--- src/rtl/sga_pkg.sv ---
// Shared types and helpers for the Snake Game Arcade move datapath.
package sga_pkg;

  localparam int unsigned GRID  = 6;
  localparam int unsigned POS_W = 6;

  typedef enum logic [1:0] {
    DIR_UP    = 2'd0,
    DIR_DOWN  = 2'd1,
    DIR_LEFT  = 2'd2,
    DIR_RIGHT = 2'd3
  } dir_t;

  typedef enum logic [2:0] {
    ST_IDLE,
    ST_RD_HEAD,
    ST_CALC,
    ST_RD_SEG,
    ST_WR_SEG,
    ST_WR_HEAD,
    ST_DONE
  } state_t;

  typedef struct packed {
    logic [2:0] y;
    logic [2:0] x;
  } pos_t;

  typedef struct packed {
    logic off_grid;
    pos_t pos;
  } step_t;

  // Opposing directions differ only in bit 0.
  function automatic dir_t opposite_dir(input dir_t d);
    return dir_t'({d[1], ~d[0]});
  endfunction

  // One head step; off_grid flags a move that would leave the playfield.
  function automatic step_t step_pos(input pos_t cur, input dir_t d);
    step_t s;
    s.off_grid = 1'b0;
    s.pos      = cur;
    case (d)
      DIR_UP: begin
        if (cur.y >= 3'(GRID - 1)) s.off_grid = 1'b1;
        else s.pos.y = cur.y + 3'd1;
      end
      DIR_DOWN: begin
        if (cur.y == 3'd0) s.off_grid = 1'b1;
        else s.pos.y = cur.y - 3'd1;
      end
      DIR_LEFT: begin
        if (cur.x == 3'd0) s.off_grid = 1'b1;
        else s.pos.x = cur.x - 3'd1;
      end
      default: begin
        if (cur.x >= 3'(GRID - 1)) s.off_grid = 1'b1;
        else s.pos.x = cur.x + 3'd1;
      end
    endcase
    return s;
  endfunction

endpackage

--- src/rtl/sga_move_sequencer_timer.sv ---
// Game tick generator plus play-time move counter with a sticky end flag.
module sga_tick_timer #(
  parameter int unsigned TICK_CYCLES     = 25_000_000,
  parameter int unsigned PLAY_TIME_TICKS = 255
) (
  input  logic clock,
  input  logic restart,
  input  logic enable,
  output logic tick_c,
  output logic end_play_time
);

  localparam int unsigned CW = $clog2(TICK_CYCLES);
  localparam int unsigned MW = $clog2(PLAY_TIME_TICKS + 1);

  logic [CW-1:0] tick_cnt;
  logic [MW-1:0] move_cnt;

  assign tick_c = enable && (tick_cnt == CW'(TICK_CYCLES - 1));

  // Counter freezes while paused; move count saturates once time is up.
  always_ff @(posedge clock or posedge restart) begin
    if (restart) begin
      tick_cnt      <= '0;
      move_cnt      <= '0;
      end_play_time <= 1'b0;
    end else if (enable) begin
      if (tick_c) begin
        tick_cnt <= '0;
        if (move_cnt != MW'(PLAY_TIME_TICKS)) move_cnt <= move_cnt + MW'(1);
        if (move_cnt == MW'(PLAY_TIME_TICKS - 1)) end_play_time <= 1'b1;
      end else begin
        tick_cnt <= tick_cnt + CW'(1);
      end
    end
  end

endmodule

--- src/rtl/sga_move_sequencer.sv ---
// Per-tick snake move: next head, body shift through memory, hit detection.
module sga_move_sequencer
  import sga_pkg::*;
#(
  parameter int unsigned TICK_CYCLES     = 25_000_000,
  parameter int unsigned PLAY_TIME_TICKS = 255,
  parameter int unsigned MAX_SIZE        = 16
) (
  input  logic                        clock,
  input  logic                        restart,
  input  logic                        enable,
  input  logic [3:0]                  buttons,
  input  logic [$clog2(MAX_SIZE)-1:0] size,
  input  logic [POS_W-1:0]            apple_pos,
  input  logic [POS_W-1:0]            mem_rdata,
  output logic [$clog2(MAX_SIZE)-1:0] mem_addr,
  output logic [POS_W-1:0]            mem_wdata,
  output logic                        mem_we,
  output logic                        busy,
  output logic                        move_done,
  output logic                        is_at_apple,
  output logic                        is_at_border,
  output logic                        is_at_body,
  output logic                        end_play_time,
  output logic [1:0]                  db_dir
);

  localparam int unsigned AW = $clog2(MAX_SIZE);
  localparam int unsigned NW = AW + 1;

  state_t          state_q, state_d;
  dir_t            dir_q;
  dir_t            btn_dir;
  logic            btn_valid;
  logic            tick_c;
  logic [NW-1:0]   n_q, n_d;
  logic [NW-1:0]   idx_q, idx_d;
  logic [NW-1:0]   start_idx;
  pos_t            head_q, head_d;
  step_t           step;
  logic            pend_apple_q, pend_apple_d;
  logic            pend_body_q, pend_body_d;
  logic [AW-1:0]   addr_d;
  logic [POS_W-1:0] wdata_q, wdata_d;
  logic            we_d, busy_d, done_d;
  logic            apple_d, border_d, body_d;

  sga_tick_timer #(
    .TICK_CYCLES     (TICK_CYCLES),
    .PLAY_TIME_TICKS (PLAY_TIME_TICKS)
  ) u_timer (
    .clock         (clock),
    .restart       (restart),
    .enable        (enable),
    .tick_c        (tick_c),
    .end_play_time (end_play_time)
  );

  // Exactly one pressed button selects a candidate direction.
  always_comb begin
    btn_valid = 1'b1;
    btn_dir   = DIR_RIGHT;
    case (buttons)
      4'b1000: btn_dir = DIR_UP;
      4'b0100: btn_dir = DIR_DOWN;
      4'b0010: btn_dir = DIR_LEFT;
      4'b0001: btn_dir = DIR_RIGHT;
      default: btn_valid = 1'b0;
    endcase
  end

  always_ff @(posedge clock or posedge restart) begin
    if (restart) begin
      dir_q <= DIR_RIGHT;
    end else if (enable && btn_valid && (btn_dir != opposite_dir(dir_q))) begin
      dir_q <= btn_dir;
    end
  end

  assign db_dir = dir_q;

  // Segment copies forward the read data straight into the write port.
  assign mem_wdata = (state_q == ST_WR_SEG) ? mem_rdata : wdata_q;

  always_comb begin
    state_d      = state_q;
    n_d          = n_q;
    idx_d        = idx_q;
    head_d       = head_q;
    pend_apple_d = pend_apple_q;
    pend_body_d  = pend_body_q;
    addr_d       = mem_addr;
    wdata_d      = wdata_q;
    we_d         = 1'b0;
    busy_d       = busy;
    done_d       = 1'b0;
    apple_d      = is_at_apple;
    border_d     = is_at_border;
    body_d       = is_at_body;
    step         = step_pos(pos_t'(mem_rdata), dir_q);
    // Growing keeps the old tail by starting the shift one slot further out.
    start_idx    = ((step.pos == pos_t'(apple_pos)) && (n_q < NW'(MAX_SIZE))) ?
                   n_q : n_q - NW'(1);

    case (state_q)
      ST_IDLE: begin
        if (tick_c) begin
          state_d      = ST_RD_HEAD;
          busy_d       = 1'b1;
          addr_d       = '0;
          apple_d      = 1'b0;
          border_d     = 1'b0;
          body_d       = 1'b0;
          pend_apple_d = 1'b0;
          pend_body_d  = 1'b0;
          n_d          = (size == '0) ? NW'(1) : NW'(size);
        end
      end
      ST_RD_HEAD: state_d = ST_CALC;
      ST_CALC: begin
        if (step.off_grid) begin
          state_d  = ST_DONE;
          done_d   = 1'b1;
          border_d = 1'b1;
        end else begin
          head_d       = step.pos;
          pend_apple_d = (step.pos == pos_t'(apple_pos));
          idx_d        = start_idx;
          if (start_idx == '0) begin
            state_d = ST_WR_HEAD;
            addr_d  = '0;
            wdata_d = step.pos;
            we_d    = 1'b1;
          end else begin
            state_d = ST_RD_SEG;
            addr_d  = AW'(start_idx - NW'(1));
          end
        end
      end
      ST_RD_SEG: begin
        state_d = ST_WR_SEG;
        addr_d  = AW'(idx_q);
        we_d    = 1'b1;
      end
      ST_WR_SEG: begin
        // The old tail vacates its cell, so only segments 0..n-2 can collide.
        if ((idx_q < n_q) && (pos_t'(mem_rdata) == head_q)) pend_body_d = 1'b1;
        idx_d = idx_q - NW'(1);
        if (idx_q == NW'(1)) begin
          state_d = ST_WR_HEAD;
          addr_d  = '0;
          wdata_d = head_q;
          we_d    = 1'b1;
        end else begin
          state_d = ST_RD_SEG;
          addr_d  = AW'(idx_q - NW'(2));
        end
      end
      ST_WR_HEAD: begin
        state_d  = ST_DONE;
        done_d   = 1'b1;
        apple_d  = pend_apple_q;
        border_d = 1'b0;
        body_d   = pend_body_q;
      end
      ST_DONE: begin
        state_d = ST_IDLE;
        busy_d  = 1'b0;
      end
      default: state_d = ST_IDLE;
    endcase
  end

  always_ff @(posedge clock or posedge restart) begin
    if (restart) begin
      state_q      <= ST_IDLE;
      n_q          <= '0;
      idx_q        <= '0;
      head_q       <= '0;
      pend_apple_q <= 1'b0;
      pend_body_q  <= 1'b0;
      mem_addr     <= '0;
      wdata_q      <= '0;
      mem_we       <= 1'b0;
      busy         <= 1'b0;
      move_done    <= 1'b0;
      is_at_apple  <= 1'b0;
      is_at_border <= 1'b0;
      is_at_body   <= 1'b0;
    end else begin
      state_q      <= state_d;
      n_q          <= n_d;
      idx_q        <= idx_d;
      head_q       <= head_d;
      pend_apple_q <= pend_apple_d;
      pend_body_q  <= pend_body_d;
      mem_addr     <= addr_d;
      wdata_q      <= wdata_d;
      mem_we       <= we_d;
      busy         <= busy_d;
      move_done    <= done_d;
      is_at_apple  <= apple_d;
      is_at_border <= border_d;
      is_at_body   <= body_d;
    end
  end

endmodule
--- config.mk ---
export PLATFORM = sky130hd
export DESIGN_NAME = sga_move_sequencer
export DESIGN_NICKNAME = d
export VERILOG_FILES = /design/src/rtl/sga_pkg.sv /design/src/rtl/sga_move_sequencer_timer.sv /design/src/rtl/sga_move_sequencer.sv
export SDC_FILE = /design/constraint.sdc
export NUM_CORES = 1
export LEC_CHECK = 0
export BUFFER_PORTS_ARGS = -buffer_cell sky130_fd_sc_hd__buf_2
export CORE_ASPECT_RATIO = 1.5
export CORE_MARGIN = 2
export CORE_UTILIZATION = 35
export DETAILED_ROUTE_END_ITERATION = 8
export GPL_ROUTABILITY_DRIVEN = 0
export PLACE_DENSITY = 0.61
export SLEW_MARGIN = 10
export SYNTH_ARGS = -nofsm -noshare
export SYNTH_HDL_FRONTEND = slang
export SYNTH_HIERARCHICAL = 1
export SYNTH_SLANG_ARGS = --single-unit
--- constraint.sdc ---
create_clock -name clock -period 3.6 [get_ports clock]
set_input_delay 0.54 -clock clock [delete_from_list [all_inputs] [get_ports clock]]
set_output_delay 0.54 -clock clock [all_outputs]
set_load 0.01 [all_outputs]
==> results.md, run 1 <==
- The flow ran to the end, and the final reports show no timing, DRC or antenna violations.
- The power per cell area is 400 nW/µm².
- Global routing used 29.6% of the available met2 tracks.
- The HPWL after detailed placement is 8440 µm.
- The required time at the endpoint of the critical path is 3.82 ns.
- For the worst flop-to-flop path, the logic depth is 13.
- sky130_fd_sc_hd__dfrtp_1 takes more of the synthesized area than any other cell.
- Summed over all layers, the routed wires come to 11100 µm.
- For met3 alone, demand over resource in global routing was 3.58%.
- The cell area reported after detailed placement is 5200 µm².
- The number of inserted diodes is 0.
- The area added between synthesis and finish is 20.2%.
- The fraction of registers with async set or reset after synthesis is 100%.
- OpenSTA, run right after detailed placement, puts the worst setup slack at -0.102 ns.
- The initial DRC count is 143.
- The worst ir drop on vdd is 0.000227 V.
- The slew of the pin with the lowest slew margin is 0.774 ns.
- The cell count after synthesis came out at 494.
- The first detailed-routing pass took 4 iterations.
- The die span in x is 97.7 µm.
- The number of buffers added by the clock tree synthesis step is 9.
- The die area is 14100 µm².
- In the routed layout, each cell is associated on average with a via count of 5.31.
- TritonCTS built the clock tree.
- The post-detailed-route DRC marker count is 0.
- STA classifies the critical path startpoint as a flop.
- The H-tree was split into 3 levels.
- The tool flagged a number of max-cap violations equal to 0.
- STA classifies the critical path endpoint as a flop.
- The mean cell area of the mapped netlist is 9.33 µm².
- The insertion delay of the later-clocked pin in the worst-skew pair is 0.34 ns.
- By count the netlist is led by sky130_fd_sc_hd__dfrtp_1, sky130_fd_sc_hd__nand2_1, sky130_fd_sc_hd__nor2_1.
- The effective utilization at floorplan is 35.6%.
- The count of nets left with antenna violations once routing finished came out at 0.
- The number of synthesized flops with an enable pin is 0.
- Pin placement for this block handled 42 I/O pins.
- The synthesized design devotes to its leading area cell type 38.0% of total area.
- The floorplan has 51 rows.
- Setup slack closes at 0.251 ns.
- The maximum fanout count along the critical path is 15.
- Summing all non-filler instances in the final layout gives an area of 5540 µm².
- The clock sink count is 72.
- The analysis attributes to cell leakage a power of 2.52 nW.
- In this run, post-CTS hold repair placed 0 buffers.
- The number of antenna violations at the first check in global routing came to 0.
- Yosys printed 6 warnings.
- The final number of setup-violating endpoints is 0.
- The global routing's busiest layer is met2.
- The overall routing resource usage is 16.2%.
- The relative slew slack is 48.2%.
- The total area inside the core boundary comes to 13000 µm².
- In the post-synthesis netlist, the cell with the most instances is sky130_fd_sc_hd__dfrtp_1.
- The arrival time reported for the critical path endpoint is 3.57 ns.
- The portion of the clock cycle consumed by the worst path in the final layout is 93.0%.
- The achievable clock frequency is 299 MHz.
- The netlist area before placement is 4610 µm².
- Clock-pin slew was measured on the worst setup and hold paths at 0.06 ns.
- After synthesis, the cell types taking the most area are sky130_fd_sc_hd__dfrtp_1, sky130_fd_sc_hd__xnor2_1, sky130_fd_sc_hd__ha_1.
- The number of port buffers is 41.
- Setup repair after global routing left no endpoint under its margin.
- The clock period could shrink to 3.35 ns.
- Dividing the detail-routed wire length by the instance count gives 15.3 µm.
- The via count of the first global-routing pass is 3909.
- The post-synthesis cell type count is 73.
- The clock root buffer master is sky130_fd_sc_hd__clkbuf_16.
- The via count of the routed design is 3850.
- The floorplan step set the die height to 145 µm.
- The path class of the tightest hold or removal check is primary input to async pin.
- The final net count is 605.
- In the global route stage, met1 resource usage came out at 17.9%.
- For this run, the leading register cell type out of synthesis is sky130_fd_sc_hd__dfrtp_1.
- The total nets after synthesis is 538.
- The sequential element share of the synthesized area is 39.1%.
- The number of hold violations in the final report is 0.
- The clock passes through at most 2 buffers.
- The classification of the worst setup path is flop to flop.
- The count of final max-slew check failures is 0.
- The fill cell instance count of the final layout is 1257.
- Synthesis inferred 72 register bits.
- The aggregate global routing overflow is 0.
- The layout cell share with drive strength beyond 1 is 23.0%.
- The first global-routing pass estimated 18200 µm of wire.
- Entering global routing, the biggest net connects 39 pins.
- The worst clock skew is 0.00969 ns.
- The buffers inserted during post-CTS setup optimization is 0.
metrics by stage:
| stage | util, % | std cells | hold WS, ns | total power, mW | setup TNS, ns |
|---|---|---|---|---|---|
| 3_5_place_dp | 40.1 | 709 | 0.459 | 1.24 | -0.604 |
| 4_1_cts | 42.7 | 725 | 0.316 | 2.23 | 0 |
| 3_3_place_gp | 40.1 | 709 | 0.448 | 1.23 | -0.249 |
| 2_1_floorplan | - | 494 | 0.438 | 1.12 | 0 |
| 6_report | 42.8 | 725 | 0.307 | 2.21 | 0 |
| 5_1_grt | 42.8 | 725 | 0.339 | 2.31 | 0 |
final timing paths:
kind	from	endpoint	slack [ns]
max	db_dir[1]	wdata_q[3]	0.25
min	restart	u_timer/tick_cnt[5]	0.31
max reg2reg	db_dir[1]	wdata_q[3]	0.25
min reg2reg	u_timer/end_play_time	u_timer/end_play_time	0.46
max in group asynchronous	restart	mem_addr[1]	2.91
min in group clock	size[1]	n_q[1]	0.43
power breakdown:
group          internal, mW  switching (mW)  leakage (nW)
sequential            0.853          0.0456         0.898
combinational         0.157           0.173          1.47
clock                 0.647           0.338         0.159
total                  1.66           0.557          2.52
layout make-up:
cell class                 count  area, µm²  area share (%)
sequential                    72       1800            32.6
tap                          159        199            3.59
clock buffer                  12        256            4.63
timing repair buffer          76        468            8.45
multi-input combinational    380       2650            47.9
clock inverter                 4       76.3            1.38
inverter                      22       82.6            1.49
layer usage:
layer | vias up | part of all wire (%) | routed length [µm]
met5 | - | 0 | 0
met4 | 0 | 3.2 | 356
li1 | 1902 | - | -
met3 | 24 | 3.0 | 335
met2 | 77 | 53 | 5850
met1 | 1847 | 41 | 4550
repair_timing:
item                                    CTS  global route
endpoints found under the setup margin    0             5
hold endpoints to repair                  0             0
resized for setup                         0             1
critical path, cell delays in order (launching register included):
cell	delay [ns]
sky130_fd_sc_hd__dfstp_2	0.69
sky130_fd_sc_hd__buf_4	0.21
sky130_fd_sc_hd__nor2_1	0.05
sky130_fd_sc_hd__mux2i_1	0.16
sky130_fd_sc_hd__o221ai_2	0.16
sky130_fd_sc_hd__xor2_1	0.18
sky130_fd_sc_hd__nand2b_1	0.17
sky130_fd_sc_hd__or2_1	0.32
sky130_fd_sc_hd__xnor2_4	0.20
sky130_fd_sc_hd__ha_2	0.20
sky130_fd_sc_hd__o31ai_2	0.07
sky130_fd_sc_hd__o31a_4	0.31
sky130_fd_sc_hd__nor2_8	0.19
sky130_fd_sc_hd__mux2_4	0.31
logic make-up (layout without fill, tap and decap cells):
group	after synthesis	count (layout)	synth area share, %
adders and majority gates	21	21	5.70
and+or+nand+nor	196	196	22.7
muxes	18	18	4.70
DFF	72	72	39.1
xor gates and xnor gates	46	46	8.90
AOI/OAI and AO/OA	99	99	14.5
buffers and inverters	42	114	4.26
registers in the layout (all words and copies together), names as in the netlist, 2 cells and up:
name and count:
u_timer/move_cnt 8, db_dir 2, state_q 3, n_q 4
idx_q 5, u_timer/tick_cnt 25, mem_addr 4, wdata_q 6
head_q 6
cell usage in the layout (no fill, tap or decap), types with 4 or more instances in the layout:
master                      synthesis  routed
sky130_fd_sc_hd__mux2_4             6       6
sky130_fd_sc_hd__o21ai_0           36      35
sky130_fd_sc_hd__ha_1              21      19
sky130_fd_sc_hd__o221ai_1           4       4
sky130_fd_sc_hd__nand3b_1           7       7
sky130_fd_sc_hd__a31oi_1            4       4
sky130_fd_sc_hd__nor3_1             7       7
sky130_fd_sc_hd__buf_2              4      41
sky130_fd_sc_hd__nand4_1           14      14
sky130_fd_sc_hd__o22ai_1            6       6
sky130_fd_sc_hd__and3_1             8       8
sky130_fd_sc_hd__clkbuf_16          0       9
sky130_fd_sc_hd__nand2_1           55      55
sky130_fd_sc_hd__a21oi_1           19      19
sky130_fd_sc_hd__xor2_1            14      14
sky130_fd_sc_hd__nand2b_1           8       8
sky130_fd_sc_hd__nor2_1            41      41
sky130_fd_sc_hd__mux2i_1            7       7
sky130_fd_sc_hd__inv_1             19      18
sky130_fd_sc_hd__buf_4              1      35
sky130_fd_sc_hd__dfrtp_1           70      70
sky130_fd_sc_hd__nand3_1           24      24
sky130_fd_sc_hd__mux2_2             5       5
sky130_fd_sc_hd__xnor2_1           31      30
Power figures use the tool's default switching activity.
==> run 2: changes to the inputs <==
--- a/config.mk
+++ b/config.mk
@@ -5,13 +5,14 @@
 export SDC_FILE = /design/constraint.sdc
 export NUM_CORES = 1
 export LEC_CHECK = 0
+export ABC_AREA = 1
 export BUFFER_PORTS_ARGS = -buffer_cell sky130_fd_sc_hd__buf_2
 export CORE_ASPECT_RATIO = 1.5
 export CORE_MARGIN = 2
 export CORE_UTILIZATION = 35
 export DETAILED_ROUTE_END_ITERATION = 8
 export GPL_ROUTABILITY_DRIVEN = 0
-export PLACE_DENSITY = 0.61
+export PLACE_DENSITY = 0.6
 export SLEW_MARGIN = 10
 export SYNTH_ARGS = -nofsm -noshare
 export SYNTH_HDL_FRONTEND = slang
==> run 2 against run 1 <==
Count of clock-buffer cells in the layout is the same. Non-clock buffer count shrank 30. Global-route usage grew 1.3 points. Sequential share of layout area shrank 2.5 points. Via count grew 28%. Final cell count grew 39%. Area after synthesis grew 14%. Utilization shrank 1.6 points. Critical endpoint is now wdata_q[4].
==> results.md, run 2 <==
- Outcome: finished clean (unchanged).
- The number of top-level design ports is 42 (unchanged).
- The netlist area before placement is 5260 µm² (was 4610 µm²).
- The slew of the pin with the lowest slew margin was 0.632 ns (was 0.774 ns).
- The area fraction in compound gates after synthesis is 9.14% (was 14.5%).
- The post-synthesis cell type count is 44 (was 73).
- The arrival time reported for the critical path endpoint is 3.12 ns (was 3.57 ns).
- The insertion delay of the later-clocked pin in the worst-skew pair came to 0.33 ns (was 0.34 ns).
- RSZ-0062 raised after global routing: no (unchanged).
- The register bit total from synthesis is 72 (unchanged).
- The worst ir drop on vdd is 0.000226 V (was 0.000227 V).
- The classification of the worst setup path is primary input to flop (was flop to flop).
- The die span in x is 104 µm (was 97.7 µm).
- The portion of the clock cycle consumed by the worst path in the final layout is 80.9% (was 93.0%).
- The most used standard cell by instance count after synthesis is sky130_fd_sc_hd__nand2_1 (was sky130_fd_sc_hd__dfrtp_1).
- The quantity of gates resized following cts is 0 (unchanged).
- The library cell occupying the most area in the post-synthesis netlist is sky130_fd_sc_hd__dfrtp_1 (unchanged).
- The largest net degree at the start of global routing is 35 (was 39).
- The via count of the first global-routing pass came to 4886 (was 3909).
- The buffers inserted during post-CTS setup optimization is 0 (unchanged).
- The count of standard-cell rows is 54 (was 51).
- The clock transition time at the flip-flop clock pins of the worst setup and hold paths is 0.06 ns (about the same).
- The multiplexer share of the synthesized area is 0% (was 4.70%).
- The count of final max-slew check failures is 0 (unchanged).
- The global-route wire length before repair was 22900 µm (was 18200 µm).
- The vertical extent of the die is 154 µm (was 145 µm).
- The number of hold violations in the final report is 0 (unchanged).
- The clock sink count is 72 (unchanged).
- The initial DRC count was 168 (was 143).
- The final net count is 852 (was 605).
- The via count of the routed design is 4932 (was 3850).
- The mean cell area of the mapped netlist was 6.91 µm² (was 9.33 µm²).
- The final critical path time including I/O delays and setup is 2.91 ns (was 3.35 ns).
- The final cell utilization of the core was 41.1% (was 42.8%).
- The pre-CTS setup slack was 0.360 ns (was -0.102 ns).
- The post-detailed-route DRC marker count is 0 (unchanged).
- The achievable clock frequency is 343 MHz (was 299 MHz).
- The overall routing resource usage is 17.5% (was 16.2%).
- The capturing element type of the critical path was a flop (unchanged).
- The required time at the endpoint of the critical path was 3.81 ns (was 3.82 ns).
- The count of synthesis-stage warnings from yosys is 6 (unchanged).
- The total area of sequential cells is 1800 µm² (unchanged).
- The fraction of registers with async set or reset after synthesis came to 100% (unchanged).
- The post-synthesis share of cell area spent on full adders, half adders and majority gates is 5.00% (was 5.70%).
- The total negative slack for setup checks is 0 ns (unchanged).
- The layout cell share with drive strength beyond 1 was 16.2% (was 23.0%).
- The synthesized-area fraction occupied by and/or/nand/nor cells is 39.3% (was 22.7%).
- The type of the most critical hold path is primary input to async pin (unchanged).
- The aggregate global routing overflow is 0 (unchanged).
- The top cell type's share of synthesized area is 33.3% (was 38.0%).
- The total nets after synthesis is 804 (was 538).
- The xor and xnor fraction of the mapped netlist area is 3.00% (was 8.90%).
- The standard cell core area is 14600 µm² (was 13000 µm²).
- The fill cell instance count of the final layout is 1552 (was 1257).
- The CTS tree was yes (unchanged).
- The worst clock skew is 0.0120 ns (was 0.00969 ns).
- The relative slew slack came to 57.8% (was 48.2%).
- The clock tree buffer depth is 2 (unchanged).
- Most used cells in the layout excluding fill and tap cells: sky130_fd_sc_hd__nand2_1, sky130_fd_sc_hd__inv_1, sky130_fd_sc_hd__nor2_1 (was sky130_fd_sc_hd__dfrtp_1, sky130_fd_sc_hd__nand2_1, sky130_fd_sc_hd__nor2_1, sky130_fd_sc_hd__buf_2).
- The maximum fanout count along the critical path is 12 (was 15).
- The clock root buffer master was sky130_fd_sc_hd__clkbuf_16 (unchanged).
- The number of antenna violations at the first check in global routing is 0 (unchanged).
- The number of port buffers was 41 (unchanged).
- The remaining antenna violation count is 0 (unchanged).
- Cell types occupying the most area after synthesis: sky130_fd_sc_hd__dfrtp_1, sky130_fd_sc_hd__nand2_1, sky130_fd_sc_hd__inv_1 (was sky130_fd_sc_hd__dfrtp_1, sky130_fd_sc_hd__xnor2_1, sky130_fd_sc_hd__ha_1).
- The final number of setup-violating endpoints is 0 (unchanged).
- The number of synthesized flops with an enable pin is 0 (unchanged).
- The deepest level of the CTS H-tree is 3 (unchanged).
- The combinational family with the most area after synthesis was simple AND/OR/NAND/NOR gates (unchanged).
- The leakage component of the power is 3.08 nW (was 2.52 nW).
- The area added between synthesis and finish was 14.2% (was 20.2%).
- The instance count of the mapped netlist came to 760 (was 494).
- The startpoint of the most critical setup path is mem_rdata[0] (was db_dir[1]).
- The flip-flop cell with the highest count after synthesis was sky130_fd_sc_hd__dfrtp_1 (unchanged).
- The worst reg2reg path depth is 18 (was 13).
- The number of hold-repair buffers added at the cts stage is 0 (unchanged).
- The worst setup margin came to 0.687 ns (was 0.251 ns).
- Biggest registers after layout: u_timer/tick_cnt x25, u_timer/move_cnt x8 (unchanged).
- The number of buffers added by the clock tree synthesis step was 9 (unchanged).
- The first-pass detailed-route iteration total was 4 (unchanged).
- The critical path launch point type is a primary input (was flop).
- The routed wire length per instance is 13.1 µm (was 15.3 µm).
- Most frequent cells after synthesis: sky130_fd_sc_hd__nand2_1, sky130_fd_sc_hd__inv_1, sky130_fd_sc_hd__nor2_1 (was sky130_fd_sc_hd__dfrtp_1, sky130_fd_sc_hd__nand2_1, sky130_fd_sc_hd__nor2_1).
- The HPWL after detailed placement is 10400 µm (was 8440 µm).
- The max-cap violation count is 0 (unchanged).
- The sequential element share of the synthesized area was 34.3% (was 39.1%).
- The detailed-route vias per instance is 4.89 (was 5.31).
- The commonest non-fill, non-tap cell in the layout is sky130_fd_sc_hd__nand2_1 (was sky130_fd_sc_hd__dfrtp_1).
- The startpoint of the worst-slack reg-to-reg timing path is db_dir[1] (unchanged).
- The die area is 16000 µm² (was 14100 µm²).
- The area taken by multi-input logic gates is 2970 µm² (was 2650 µm²).
- The power per cell area is 379 nW/µm² (was 400 nW/µm²).
- The flip-flop count of the largest register, all copies and words added was 25 (unchanged).
- The number of inserted diodes came to 0 (unchanged).
- The register name with the most flops is u_timer/tick_cnt (unchanged).
- The post-detailed-routing wire length is 13300 µm (was 11100 µm).
- The effective utilization at floorplan came to 36.0% (was 35.6%).
## run 2: power breakdown
part	internal [mW]	leakage (nW)	total [mW]	switching, mW
registers	0.855	0.850	0.915	0.0603
clock network	0.576	0.149	0.921	0.345
logic	0.144	2.08	0.437	0.293
## run 2: area by class of cell
class,instances,area share (%)
clock buffer,12,4.27
inverter,116,7.25
tap,196,4.09
multi-input combinational,563,49.4
timing repair buffer,46,4.04
clock inverter,4,0.855
sequential,72,30.1
## run 2: per-stage QoR
stage / std cells / hold slack, ns / power [mW] / instance area [µm²]
5_1_grt: 1009 / 0.177 / 2.42 / 6000
4_1_cts: 1009 / 0.165 / 2.31 / 6000
3_3_place_gp: 993 / 0.463 / 1.37 / 5690
3_5_place_dp: 993 / 0.466 / 1.37 / 5690
6_report: 1009 / 0.163 / 2.27 / 6000
2_1_floorplan: 760 / 0.455 / 1.25 / 5260
## run 2: kinds of logic after synthesis
| kind of cell | after synthesis |
|---|---|
| compound gates | 80 |
| buf+inv | 125 |
| xor+xnor | 18 |
| simple gates | 444 |
| flops | 72 |
| fa+ha+maj | 21 |
## run 2: routing by layer
metal  wire, µm  global-route usage, %  share of wire (%)
met5          0                      0                  0
met1       5380                   19.4                 41
met2       7110                   33.3                 54
met4        358                   7.40                2.7
met3        410                   2.33                3.1
## run 2: path summary, 6_finish.rpt
path                                          to  slack (ns)
max                                   wdata_q[4]        0.69
min                                    head_q[1]        0.16
max reg2reg                           wdata_q[4]        0.75
min reg2reg                u_timer/end_play_time        0.47
max in group asynchronous             is_at_body        2.75
min in group clock                        n_q[1]        0.43
## run 2: worst max-delay path, stage by stage
cell	delay [ns]
sky130_fd_sc_hd__buf_2	0.19
sky130_fd_sc_hd__inv_1	0.16
sky130_fd_sc_hd__ha_1	0.24
sky130_fd_sc_hd__or2_0	0.22
sky130_fd_sc_hd__nand3_1	0.09
sky130_fd_sc_hd__nand3_1	0.13
sky130_fd_sc_hd__nand2_1	0.10
sky130_fd_sc_hd__nand2_2	0.06
sky130_fd_sc_hd__nor2_4	0.16
sky130_fd_sc_hd__nand4_1	0.13
sky130_fd_sc_hd__nand2_1	0.19
sky130_fd_sc_hd__ha_1	0.17
sky130_fd_sc_hd__nand3_1	0.09
sky130_fd_sc_hd__nor2_2	0.14
sky130_fd_sc_hd__inv_2	0.06
sky130_fd_sc_hd__nand2_4	0.08
sky130_fd_sc_hd__nand3_4	0.16
sky130_fd_sc_hd__nand2_1	0.12
sky130_fd_sc_hd__o21ai_2	0.05
